--- src/rtl/r4_sdf_pkg.sv ---
// +------------------------------------------------------------------+
// | Module : r4_sdf_pkg                                              |
// | Brief  : Shared constants and types for the radix-4 SDF stage    |
// |          sequencer: butterfly latency, output-mux select codes   |
// |          and the drain state encoding.                           |
// | Rev    : 1.0  initial release                                    |
// +------------------------------------------------------------------+
`default_nettype none

package r4_sdf_pkg;

    // Start-to-done latency of the external radix-4 butterfly pipeline.
    localparam int BFLY_LAT = 5;

    // Output mux select: out1 comes straight from the butterfly,
    // out2..out4 come back from the three output buffers.
    localparam logic [1:0] SEL_DIRECT = 2'd0;
    localparam logic [1:0] SEL_OB2    = 2'd1;
    localparam logic [1:0] SEL_OB3    = 2'd2;
    localparam logic [1:0] SEL_OB4    = 2'd3;

    // Output-buffer drain sequencer states.
    typedef enum logic [0:0] {
        DRAIN_IDLE = 1'b0,
        DRAIN_BUSY = 1'b1
    } drain_state_t;

endpackage

`default_nettype wire

--- src/rtl/r4_tw_addr_gen.sv ---
// +------------------------------------------------------------------+
// | Module : r4_tw_addr_gen                                          |
// | Brief  : Three twiddle-index accumulators producing the ROM      |
// |          addresses for w0/w1/w2 (K*n*TW_STRIDE mod N_FFT, K=1..3)|
// | Rev    : 1.0  initial release                                    |
// +------------------------------------------------------------------+
`default_nettype none

module r4_tw_addr_gen
    import r4_sdf_pkg::*;
#(
    parameter int TWAW      = 6,
    parameter int TW_STRIDE = 1
) (
    input  logic            clock,
    input  logic            reset,
    input  logic            clear,
    input  logic            step,
    output logic [TWAW-1:0] tw_addr1,
    output logic [TWAW-1:0] tw_addr2,
    output logic [TWAW-1:0] tw_addr3
);

    logic [2:0][TWAW-1:0] w_acc;

    // N_FFT is a power of two, so natural TWAW-bit wrap is the mod N_FFT.
    generate
        for (genvar k = 0; k < 3; k++) begin : g_acc
            localparam logic [TWAW-1:0] c_step = TWAW'((k + 1) * TW_STRIDE);
            logic [TWAW-1:0] r_acc;

            // Advance by K*stride per FIRE accept; return to 0 after the quarter's last sample
            always_ff @(posedge clock) begin
                if (!reset) begin
                    r_acc <= '0;
                end else if (clear) begin
                    r_acc <= '0;
                end else if (step) begin
                    r_acc <= r_acc + c_step;
                end
            end

            assign w_acc[k] = r_acc;
        end
    endgenerate

    assign tw_addr1 = w_acc[0];
    assign tw_addr2 = w_acc[1];
    assign tw_addr3 = w_acc[2];

endmodule

`default_nettype wire

--- src/rtl/r4_sdf_stage_ctrl.sv ---
// +------------------------------------------------------------------+
// | Module : r4_sdf_stage_ctrl                                       |
// | Brief  : Sequencer for one radix-4 SDF FFT stage. Steers quarters|
// |          0-2 into delay buffers, fires the butterfly on quarter 3|
// |          with twiddle addresses, then reserializes out1 directly |
// |          and out2..out4 from the output buffers.                 |
// | Option : R4_CTRL_PERF_EN adds saturating perf_frames/perf_stalls |
// | Rev    : 1.0  initial release                                    |
// +------------------------------------------------------------------+
`default_nettype none

module r4_sdf_stage_ctrl #(
    parameter int N_FFT     = 64,
    parameter int DEPTH     = 16,
    parameter int TW_STRIDE = 1,
    parameter int BFLY_LAT  = r4_sdf_pkg::BFLY_LAT,
    localparam int TWAW     = $clog2(N_FFT),
    localparam int AW       = $clog2(DEPTH)
) (
    input  logic            clock,
    input  logic            reset,
    input  logic            in_valid,
    output logic            in_ready,
    output logic [2:0]      buf_wr_en,
    output logic [AW-1:0]   buf_addr,
    output logic [TWAW-1:0] tw_addr1,
    output logic [TWAW-1:0] tw_addr2,
    output logic [TWAW-1:0] tw_addr3,
    output logic            bfly_start,
    output logic            obuf_wr_en,
    output logic [AW-1:0]   obuf_wr_addr,
    output logic [AW-1:0]   obuf_rd_addr,
    output logic [1:0]      out_sel,
    output logic            out_valid,
    output logic            frame_done
`ifdef R4_CTRL_PERF_EN
    ,
    output logic [31:0]     perf_frames,
    output logic [31:0]     perf_stalls
`endif
);

    import r4_sdf_pkg::*;

    localparam logic [AW+1:0] c_cnt_last = (AW+2)'(4 * DEPTH - 1);
    localparam logic [AW-1:0] c_n_last   = AW'(DEPTH - 1);

    logic               r_rdy_en;
    logic [AW+1:0]      r_cnt;
    logic [1:0]         w_q;
    logic [AW-1:0]      w_n;
    logic               w_q3;
    logic               w_accept;
    logic               w_fire;
    logic               w_tw_clear;
    logic               w_tw_step;
    logic [BFLY_LAT:0]  r_vpipe;
    logic [AW-1:0]      r_ipipe [BFLY_LAT+1];
    logic               w_pipe_exit_last;
    drain_state_t       r_drain_state;
    drain_state_t       w_drain_next;
    logic               w_rd_fire;
    logic               w_rd_last;
    logic [AW-1:0]      r_rd_addr;
    logic [1:0]         r_rd_sel;
    logic               r_dr_valid;
    logic               r_dr_last;
    logic [1:0]         r_dr_sel;

    assign w_q      = r_cnt[AW+1:AW];
    assign w_n      = r_cnt[AW-1:0];
    assign w_q3     = (w_q == 2'd3);
    // Stall only quarter 3: its out1 would otherwise collide with the
    // previous frame's drain (including the read-latency cycle).
    assign in_ready = r_rdy_en &
                      ~(w_q3 & ((r_drain_state == DRAIN_BUSY) | r_dr_valid));
    assign w_accept = in_valid & in_ready;
    assign w_fire   = w_accept & w_q3;

    // Sample counter across the 4*DEPTH frame; ready re-enables one cycle after reset
    always_ff @(posedge clock) begin
        if (!reset) begin
            r_rdy_en <= 1'b0;
            r_cnt    <= '0;
        end else begin
            r_rdy_en <= 1'b1;
            if (w_accept) begin
                r_cnt <= (r_cnt == c_cnt_last) ? '0 : r_cnt + 1'b1;
            end
        end
    end

    // One-hot delay-buffer write enable for quarters 0..2
    always_comb begin
        buf_wr_en = 3'b000;
        if (w_accept && !w_q3) begin
            buf_wr_en = 3'b001 << w_q;
        end
    end

    // Same address serves as write address in FILL and sync-read address in FIRE.
    assign buf_addr = w_n;

    assign w_tw_clear = w_fire & (w_n == c_n_last);
    assign w_tw_step  = w_fire & ~w_tw_clear;

    r4_tw_addr_gen #(
        .TWAW      (TWAW),
        .TW_STRIDE (TW_STRIDE)
    ) u_tw_addr_gen (
        .clock    (clock),
        .reset    (reset),
        .clear    (w_tw_clear),
        .step     (w_tw_step),
        .tw_addr1 (tw_addr1),
        .tw_addr2 (tw_addr2),
        .tw_addr3 (tw_addr3)
    );

    // Valid/index shadow of the butterfly pipeline; stage 0 lines up with the ROM/buffer read data
    always_ff @(posedge clock) begin
        if (!reset) begin
            r_vpipe <= '0;
            for (int i = 0; i <= BFLY_LAT; i++) begin
                r_ipipe[i] <= '0;
            end
        end else begin
            r_vpipe    <= {r_vpipe[BFLY_LAT-1:0], w_fire};
            r_ipipe[0] <= w_n;
            for (int i = 1; i <= BFLY_LAT; i++) begin
                r_ipipe[i] <= r_ipipe[i-1];
            end
        end
    end

    assign bfly_start       = r_vpipe[0];
    assign obuf_wr_en       = r_vpipe[BFLY_LAT];
    assign obuf_wr_addr     = r_vpipe[BFLY_LAT] ? r_ipipe[BFLY_LAT] : '0;
    assign w_pipe_exit_last = r_vpipe[BFLY_LAT] & (r_ipipe[BFLY_LAT] == c_n_last);

    // Drain state register
    always_ff @(posedge clock) begin
        if (!reset) begin
            r_drain_state <= DRAIN_IDLE;
        end else begin
            r_drain_state <= w_drain_next;
        end
    end

    // Drain next-state: start after the last out1 is written, stop after the final read
    always_comb begin
        w_drain_next = r_drain_state;
        w_rd_fire    = 1'b0;
        w_rd_last    = 1'b0;
        case (r_drain_state)
            DRAIN_IDLE: begin
                if (w_pipe_exit_last) begin
                    w_drain_next = DRAIN_BUSY;
                end
            end
            DRAIN_BUSY: begin
                w_rd_fire = 1'b1;
                w_rd_last = (r_rd_addr == c_n_last) && (r_rd_sel == SEL_OB4);
                if (w_rd_last) begin
                    w_drain_next = DRAIN_IDLE;
                end
            end
            default: begin
                w_drain_next = DRAIN_IDLE;
            end
        endcase
    end

    // Read address sweeps 0..DEPTH-1 for each of out2, out3, out4 in turn
    always_ff @(posedge clock) begin
        if (!reset) begin
            r_rd_addr <= '0;
            r_rd_sel  <= SEL_OB2;
        end else if (w_rd_fire) begin
            if (r_rd_addr == c_n_last) begin
                r_rd_addr <= '0;
                case (r_rd_sel)
                    SEL_OB2: r_rd_sel <= SEL_OB3;
                    SEL_OB3: r_rd_sel <= SEL_OB4;
                    default: r_rd_sel <= SEL_OB2;
                endcase
            end else begin
                r_rd_addr <= r_rd_addr + 1'b1;
            end
        end
    end

    // Delay drain valid/select/last by the output-buffer read latency
    always_ff @(posedge clock) begin
        if (!reset) begin
            r_dr_valid <= 1'b0;
            r_dr_sel   <= SEL_DIRECT;
            r_dr_last  <= 1'b0;
        end else begin
            r_dr_valid <= w_rd_fire;
            r_dr_sel   <= r_rd_sel;
            r_dr_last  <= w_rd_last;
        end
    end

    assign obuf_rd_addr = r_rd_addr;
    assign out_valid    = r_vpipe[BFLY_LAT] | r_dr_valid;
    assign out_sel      = r_vpipe[BFLY_LAT] ? SEL_DIRECT :
                          (r_dr_valid ? r_dr_sel : SEL_DIRECT);
    assign frame_done   = r_dr_valid & r_dr_last;

`ifdef R4_CTRL_PERF_EN
    logic [31:0] r_perf_frames;
    logic [31:0] r_perf_stalls;

    // Saturating frame and input-stall counters
    always_ff @(posedge clock) begin
        if (!reset) begin
            r_perf_frames <= '0;
            r_perf_stalls <= '0;
        end else begin
            if (frame_done && (r_perf_frames != 32'hFFFF_FFFF)) begin
                r_perf_frames <= r_perf_frames + 32'd1;
            end
            if (in_valid && !in_ready && (r_perf_stalls != 32'hFFFF_FFFF)) begin
                r_perf_stalls <= r_perf_stalls + 32'd1;
            end
        end
    end

    assign perf_frames = r_perf_frames;
    assign perf_stalls = r_perf_stalls;
`endif

endmodule

`default_nettype wire

--- config.mk ---
export PLATFORM = sky130hd
export DESIGN_NAME = r4_sdf_stage_ctrl
export DESIGN_NICKNAME = d
export VERILOG_FILES = /design/src/rtl/r4_sdf_pkg.sv /design/src/rtl/r4_tw_addr_gen.sv /design/src/rtl/r4_sdf_stage_ctrl.sv
export SDC_FILE = /design/constraint.sdc
export NUM_CORES = 1
export LEC_CHECK = 0
export CAP_MARGIN = 10
export CELL_PAD_IN_SITES_DETAIL_PLACEMENT = 1
export CELL_PAD_IN_SITES_GLOBAL_PLACEMENT = 1
export CORE_MARGIN = 2
export CORE_UTILIZATION = 38
export CTS_BUF_LIST = sky130_fd_sc_hd__clkbuf_8
export DETAILED_ROUTE_END_ITERATION = 12
export PLACE_DENSITY = 0.85
export SYNTH_ARGS = -nofsm -noshare
export SYNTH_HDL_FRONTEND = slang
export SYNTH_HIERARCHICAL = 1
export SYNTH_SLANG_ARGS = --single-unit
--- constraint.sdc ---
create_clock -name clock -period 1.8 [get_ports clock]
set_input_delay 0.18 -clock clock [delete_from_list [all_inputs] [get_ports clock]]
set_output_delay 0.18 -clock clock [all_outputs]
set_load 0.02 [all_outputs]
==> results of run 1 <==
-- routing by layer --
layer,vias to the layer above,GRT usage
met5,-,0
met4,0,0.0678
met3,10,0.0433
met2,41,0.275
met1,884,0.188
li1,918,-
-- layout make-up --
class,instances,area [µm²]
clock buffer,11,151
multi-input combinational,155,1070
inverter,4,15.0
tap,77,96.3
clock inverter,4,76.3
sequential,65,1310
fill,705,2980
timing repair buffer,66,621
-- registers in the layout, indices dropped and copies added, names as in the netlist --
signal                  flops
r_ipipe                    24
r_dr_valid                  1
r_dr_last                   1
obuf_rd_addr                4
u_tw_addr_gen/tw_addr1      6
r_drain_state               1
r_dr_sel                    2
r_rd_sel                    2
u_tw_addr_gen/tw_addr3      6
r_vpipe                     6
r_cnt                       6
u_tw_addr_gen/tw_addr2      5
r_rdy_en                    1
-- power by group through the flow --
stage	clock network (µW)	logic, µW	registers [µW]
after floorplan	0	42.8	1480
after global placement	0	71.8	1480
after detailed placement	0	73.7	1480
after CTS	1420	73.0	1450
after global routing	1500	79.6	1450
final	1390	73.8	1450
-- path summary, 6_finish.rpt --
kind	start	end	slack (ns)
max	r_dr_valid	u_tw_addr_gen/tw_addr1[5]	-0.03
min	r_ipipe[4][2]	r_ipipe[5][2]	0.43
max reg2reg	r_dr_valid	u_tw_addr_gen/tw_addr1[5]	-0.03
min reg2reg	r_ipipe[4][2]	r_ipipe[5][2]	0.43
-- kinds of logic (layout without fill, tap and decap cells) --
kind of cell | count (synthesis) | count (layout) | synth area share
other | 1 | 1 | 0.00153
flip-flops | 65 | 65 | 0.530
multiplexers | 4 | 4 | 0.0168
XOR/XNOR | 13 | 13 | 0.0464
AND/OR/NAND/NOR | 105 | 105 | 0.250
buffers and inverters | 21 | 85 | 0.0469
adder cells (fa/ha/maj) | 7 | 7 | 0.0357
AO/OA/AOI/OAI | 25 | 25 | 0.0719
-- worst reg2reg max path, delay by kind of cell, from the launching register on --
family	cells	cell delay, ns
AND/OR/NAND/NOR	4	1.13
flip-flops	1	0.33
buffers and inverters	1	0.17
AO/OA/AOI/OAI	1	0.13
-- stage by stage --
step                hold slack [ns]   util  setup TNS [ns]  instances  power (µW)
floorplan                     0.208      -               0        241        1520
global placement              0.414  0.476          -0.101        360        1550
detailed placement            0.420  0.476          -0.585        360        1560
CTS                           0.435  0.513               0        377        2940
global route                  0.441  0.528          -0.244        382        3030
finish                        0.435  0.528         -0.0613        382        2910
-- what timing repair did --
action                                  in CTS  in global routing
hold endpoints to repair                     0                  0
endpoints found under the setup margin       6                 10
gates cloned                                 0                  1
resized for setup                            5                 12
setup buffers                                2                  5
pin swaps                                    1                  6
-- Yosys cell counts, types with 2 or more instances --
master | number | area share
nor2b_1 | 2 | 0.0051
nor3_1 | 3 | 0.0061
or2_2 | 2 | 0.0051
and2_1 | 36 | 0.092
o21ai_0 | 6 | 0.012
nand3_1 | 4 | 0.0082
dfxtp_1 | 65 | 0.53
or3b_2 | 2 | 0.0071
nor3b_1 | 3 | 0.0092
mux2i_1 | 3 | 0.012
and3b_1 | 2 | 0.0071
inv_1 | 4 | 0.0061
nand2b_1 | 2 | 0.0051
nand2_1 | 11 | 0.017
or3_1 | 4 | 0.010
ha_1 | 7 | 0.036
buf_4 | 7 | 0.021
a21oi_1 | 8 | 0.016
buf_2 | 2 | 0.0041
nor2_1 | 21 | 0.032
clkbuf_1 | 7 | 0.011
a211oi_1 | 2 | 0.0061
xnor2_1 | 4 | 0.014
nand4_1 | 6 | 0.015
xor2_1 | 9 | 0.032
==> qor.csv, run 1 <==
metric;value;unit
run status;finished with violations;
failing checks;setup timing;
combinational power share;0.025;
class of the worst hold path;flop to flop;
layout cells sized above 1;0.197;
routed wl met3;213;µm
GPL Wtd Cong;0.717;
final antenna-violating net count;0;
Top delay family on crit path;simple AND/OR/NAND/NOR gates;
clk buf depth;2;
crit end category;flop;
CTS tree;done;
Final Cell Area;3330;µm²
Post-Syn Nets;251;
maximum clock rate;0.546;GHz
most common cell after layout, fill and taps aside;dfxtp_1;
I/O pin count;43;
GRT overflow;0;
sequential group share of total power;0.498;
# nets final;311;
skew final;0.00654;ns
Pre-antenna DRT Iters;4;
Int Pwr;2320;µW
die area;7120;µm²
Clock Sinks;65;
P_sw;589;µW
H-tree levels;3;
critical path depth in cells;6;
Top FF cell, synth;dfxtp_1;
synthesized area per cell;10.2;µm²
initial cell density of the core;0.389;
Mapped Cells;241;
vias in the first global route;1895;
Final min period;1.83;ns
max cap viols;0;
Leakage Power;0.00135;µW
sequential fraction of the synthesis area;0.530;
startpoint types;flop;
Vias/cell;4.85;
Worst path slowest cell;or3b_4;
Layout area overhead;35.9;%
routed len/inst;14.9;µm
critical path type;flop to flop;
gr usage total;0.160;
Core Area;6310;µm²
initial antenna violation count;0;
crit-path cells;or3b_4 > nor3b_4 > buf_6 > nand4_4 > or3_1 > a21oi_1;
root buf cell;clkbuf_8;
first-pass GRT wire length;8.98;mm
Routed WL;5.71;mm
worst path buffer plus inverter count;1;
largest net degree at the start of global routing;30;
hold_buf cts;0;
DRC viols;0;
Die Y;84.4;µm
Data arrival, critical path;2.09;ns
max layer used;met4;
DRT iter0 DRCs;59;
antenna diode count;0;
Die Wd;84.4;µm
Crit Path Max Fanout;5;
Final HPWL DP;3.65;mm
final setup vio count;3;
CP Data Required Time;2.06;ns
commonest cells after routing, fill and taps aside;61 x dfxtp_1, 36 x and2_1, 36 x clkdlybuf4s50_1;
maximum vdd drop;431;µV
cts bufs inserted;9;
RSZ-0062 raised after global routing;yes;
Met1 Wirelength;2.50;mm
Final Hold Violating Endpoints;0;
#FFs+latches synth;65;
Clock Pin Slew Worst Setup and Hold Paths;0.07;ns
IO Port Bufs;41;
period utilisation layout;1.02;
metal2 WL;2.89;mm
Reg2Reg Depth;6;
Slew Limit Fails;0;
Placed Area;3000;µm²
num rows;29;
Unique masters post-synth;44;
Synth async-reset ratio;0;
Sw Share;0.202;
pre-CTS setup slack;-0.126;ns
worst setup margin;-0.0306;ns
Post-Syn Area;2450;µm²
YS warnings;6;
Vias;1853;
worst hold stages;1;
Crit path largest cell delay;0.42;ns
EDFF count, synth;0;
Power Density;873;nW/µm²
Worst-Skew Late Latency;0.33;ns
Clk network pwr share;0.477;
Power figures use the tool's default switching activity.
==> run 2, diff against run 1 <==
TNS_END_PERCENT = 10   (was not set)
==> run 2 against run 1 <==
  * Largest cell class unchanged
  * First-iteration DRC count increased by 3.4%
  * The flow now finishes without violations
  * Cell count shrank 0.26%
  * Critical path depth increased by 1
  * Clock skew about the same
  * Design area is 0.83% lower
  * Clock power barely moved
  * Power is essentially flat
==> qor.csv, run 2 (synthesis gave the netlist of run 1 again) <==
metric;value;unit;change
run status;finished clean;;was finished with violations
RSZ-0062 raised after global routing;yes;;unchanged
Crit Path Max Fanout;17;;was 5
Vias;1868;;was 1853
initial cell density of the core;0.389;;unchanged
first-pass GRT wire length;8.88;mm;was 8.98 mm
Final Cell Area;3310;µm²;was 3330 µm²
most common cell after layout, fill and taps aside;dfxtp_1;;unchanged
maximum vdd drop;431;µV;about the same
Vias/cell;4.90;;was 4.85
routed len/inst;14.5;µm;was 14.9 µm
antenna diode count;0;;unchanged
Min-Delay Startpoint;r_ipipe[4][2];;unchanged
Layout area overhead;34.8;%;was 35.9%
fillers;690;;was 705
final setup vio count;0;;was 3
GRT overflow;0;;unchanged
critical path type;flop to flop;;unchanged
Die Y;84.4;µm;unchanged
gr usage total;0.158;;was 0.160
max cap viols;0;;unchanged
combinational power share;0.025;;about the same
CTS tree;done;;unchanged
I/O pin count;43;;unchanged
Power Density;880;nW/µm²;was 873 nW/µm²
Clock Pin Slew Worst Setup and Hold Paths;0.07;ns;about the same
Final Hold Violating Endpoints;0;;unchanged
num rows;29;;unchanged
Pre-antenna DRT Iters;4;;unchanged
commonest cells after routing, fill and taps aside;62 x dfxtp_1, 36 x and2_1, 33 x clkdlybuf4s50_1;;was 61 x dfxtp_1, 36 x and2_1, 36 x clkdlybuf4s50_1
max reg flops;24;;unchanged
clk buf depth;2;;unchanged
Top reg by flops;r_ipipe;;unchanged
met1 GRT Util;0.187;;was 0.188
Int Pwr;2320;µW;about the same
IO Port Bufs;41;;unchanged
die area;7120;µm²;unchanged
Top Usage Layer GRT;met2;;unchanged
largest net degree at the start of global routing;30;;unchanged
Leakage Power;0.00139;µW;was 0.00135 µW
GRT met2 Usage;0.273;;was 0.275
Sw Share;0.202;;about the same
CP Data Required Time;2.01;ns;was 2.06 ns
crit end category;flop;;unchanged
final cell count without fillers;381;;was 382
vias in the first global route;1871;;was 1895
final antenna-violating net count;0;;unchanged
skew final;0.00614;ns;was 0.00654 ns
Die Wd;84.4;µm;unchanged
Core Area;6310;µm²;unchanged
Routed WL;5.52;mm;was 5.71 mm
Data arrival, critical path;2.00;ns;was 2.09 ns
H-tree levels;3;;unchanged
Clock Sinks;65;;unchanged
root buf cell;clkbuf_8;;unchanged
cts bufs inserted;9;;unchanged
sequential group share of total power;0.498;;about the same
DP Cell Count;360;;unchanged
hold_buf cts;0;;unchanged
GPL Wtd Cong;0.717;;unchanged
GR Layer Usage met3;0.0433;;unchanged
initial antenna violation count;0;;unchanged
# nets final;310;;was 311
Worst-Skew Late Latency;0.33;ns;about the same
startpoint types;flop;;unchanged
Final HPWL DP;3.65;mm;unchanged
Slew Limit Fails;0;;unchanged
maximum clock rate;0.557;GHz;was 0.546 GHz
period utilisation layout;0.997;;was 1.02
Critical path origin;r_drain_state;;was r_dr_valid
Clk network pwr share;0.477;;about the same
FF-to-FF Start;r_drain_state;;was r_dr_valid
P_sw;588;µW;was 589 µW
Placed Area;3000;µm²;unchanged
Final min period;1.79;ns;was 1.83 ns
DRC viols;0;;unchanged
layout cells sized above 1;0.191;;was 0.197
class of the worst hold path;flop to flop;;unchanged
DRT iter0 DRCs;61;;was 59
## run 2: layout make-up
class	count	area [µm²]	share of cell area
inverter	4	15.0	0.00454
multi-input combinational	155	1060	0.321
timing repair buffer	65	601	0.182
clock inverter	4	76.3	0.0231
sequential	65	1310	0.395
clock buffer	11	151	0.0458
tap	77	96.3	0.0291
## run 2: power groups by stage
stage / clock (µW) / combinational, µW / sequential, µW
finish: 1390 / 73.7 / 1450
global route: 1500 / 79.2 / 1450
CTS: 1420 / 73.2 / 1450
detailed placement: 0 / 73.7 / 1480
global placement: 0 / 71.8 / 1480
floorplan: 0 / 42.8 / 1480
## run 2: timing repair
item | 4_1_cts | 5_1_grt
setup endpoints to repair | 6 | 9
pin swaps | 2 | 7
buffers inserted | 0 | 6
gates resized for setup | 7 | 12
## run 2: path summary, 6_finish.rpt
path / endpoint / slack (ns) / cells after the start
hold / removal: r_ipipe[5][2] / 0.43 / 1
setup reg to reg: u_tw_addr_gen/tw_addr3[1] / 0.006 / 7
setup / recovery: u_tw_addr_gen/tw_addr3[1] / 0.006 / 7
hold reg to reg: r_ipipe[5][2] / 0.43 / 1
## run 2: per-stage QoR
stage | utilization | setup TNS, ns | total power [µW] | hold slack (ns) | setup slack (ns)
after floorplan | - | 0 | 1520 | 0.208 | 0.0145
after global placement | 0.476 | -0.101 | 1550 | 0.414 | -0.0760
after CTS | 0.511 | 0 | 2940 | 0.435 | 0.00105
after global routing | 0.524 | -0.781 | 3030 | 0.441 | -0.0637
final | 0.524 | 0 | 2910 | 0.435 | 0.00571
after detailed placement | 0.476 | -0.585 | 1560 | 0.420 | -0.126
## run 2: routing by layer
layer  share of wire  vias up
met5               0        -
met4           0.011        0
met3           0.039        6
met2            0.51       37
met1            0.44      905
li1                -      920
## run 2: critical path, cell delays in order, from the launching register on
cell and delay [ns]:
dfxtp_2 0.34, or3b_4 0.41, buf_4 0.15, buf_4 0.14, nor3_1 0.17, nand2b_1 0.15
buf_4 0.24, a211oi_1 0.08
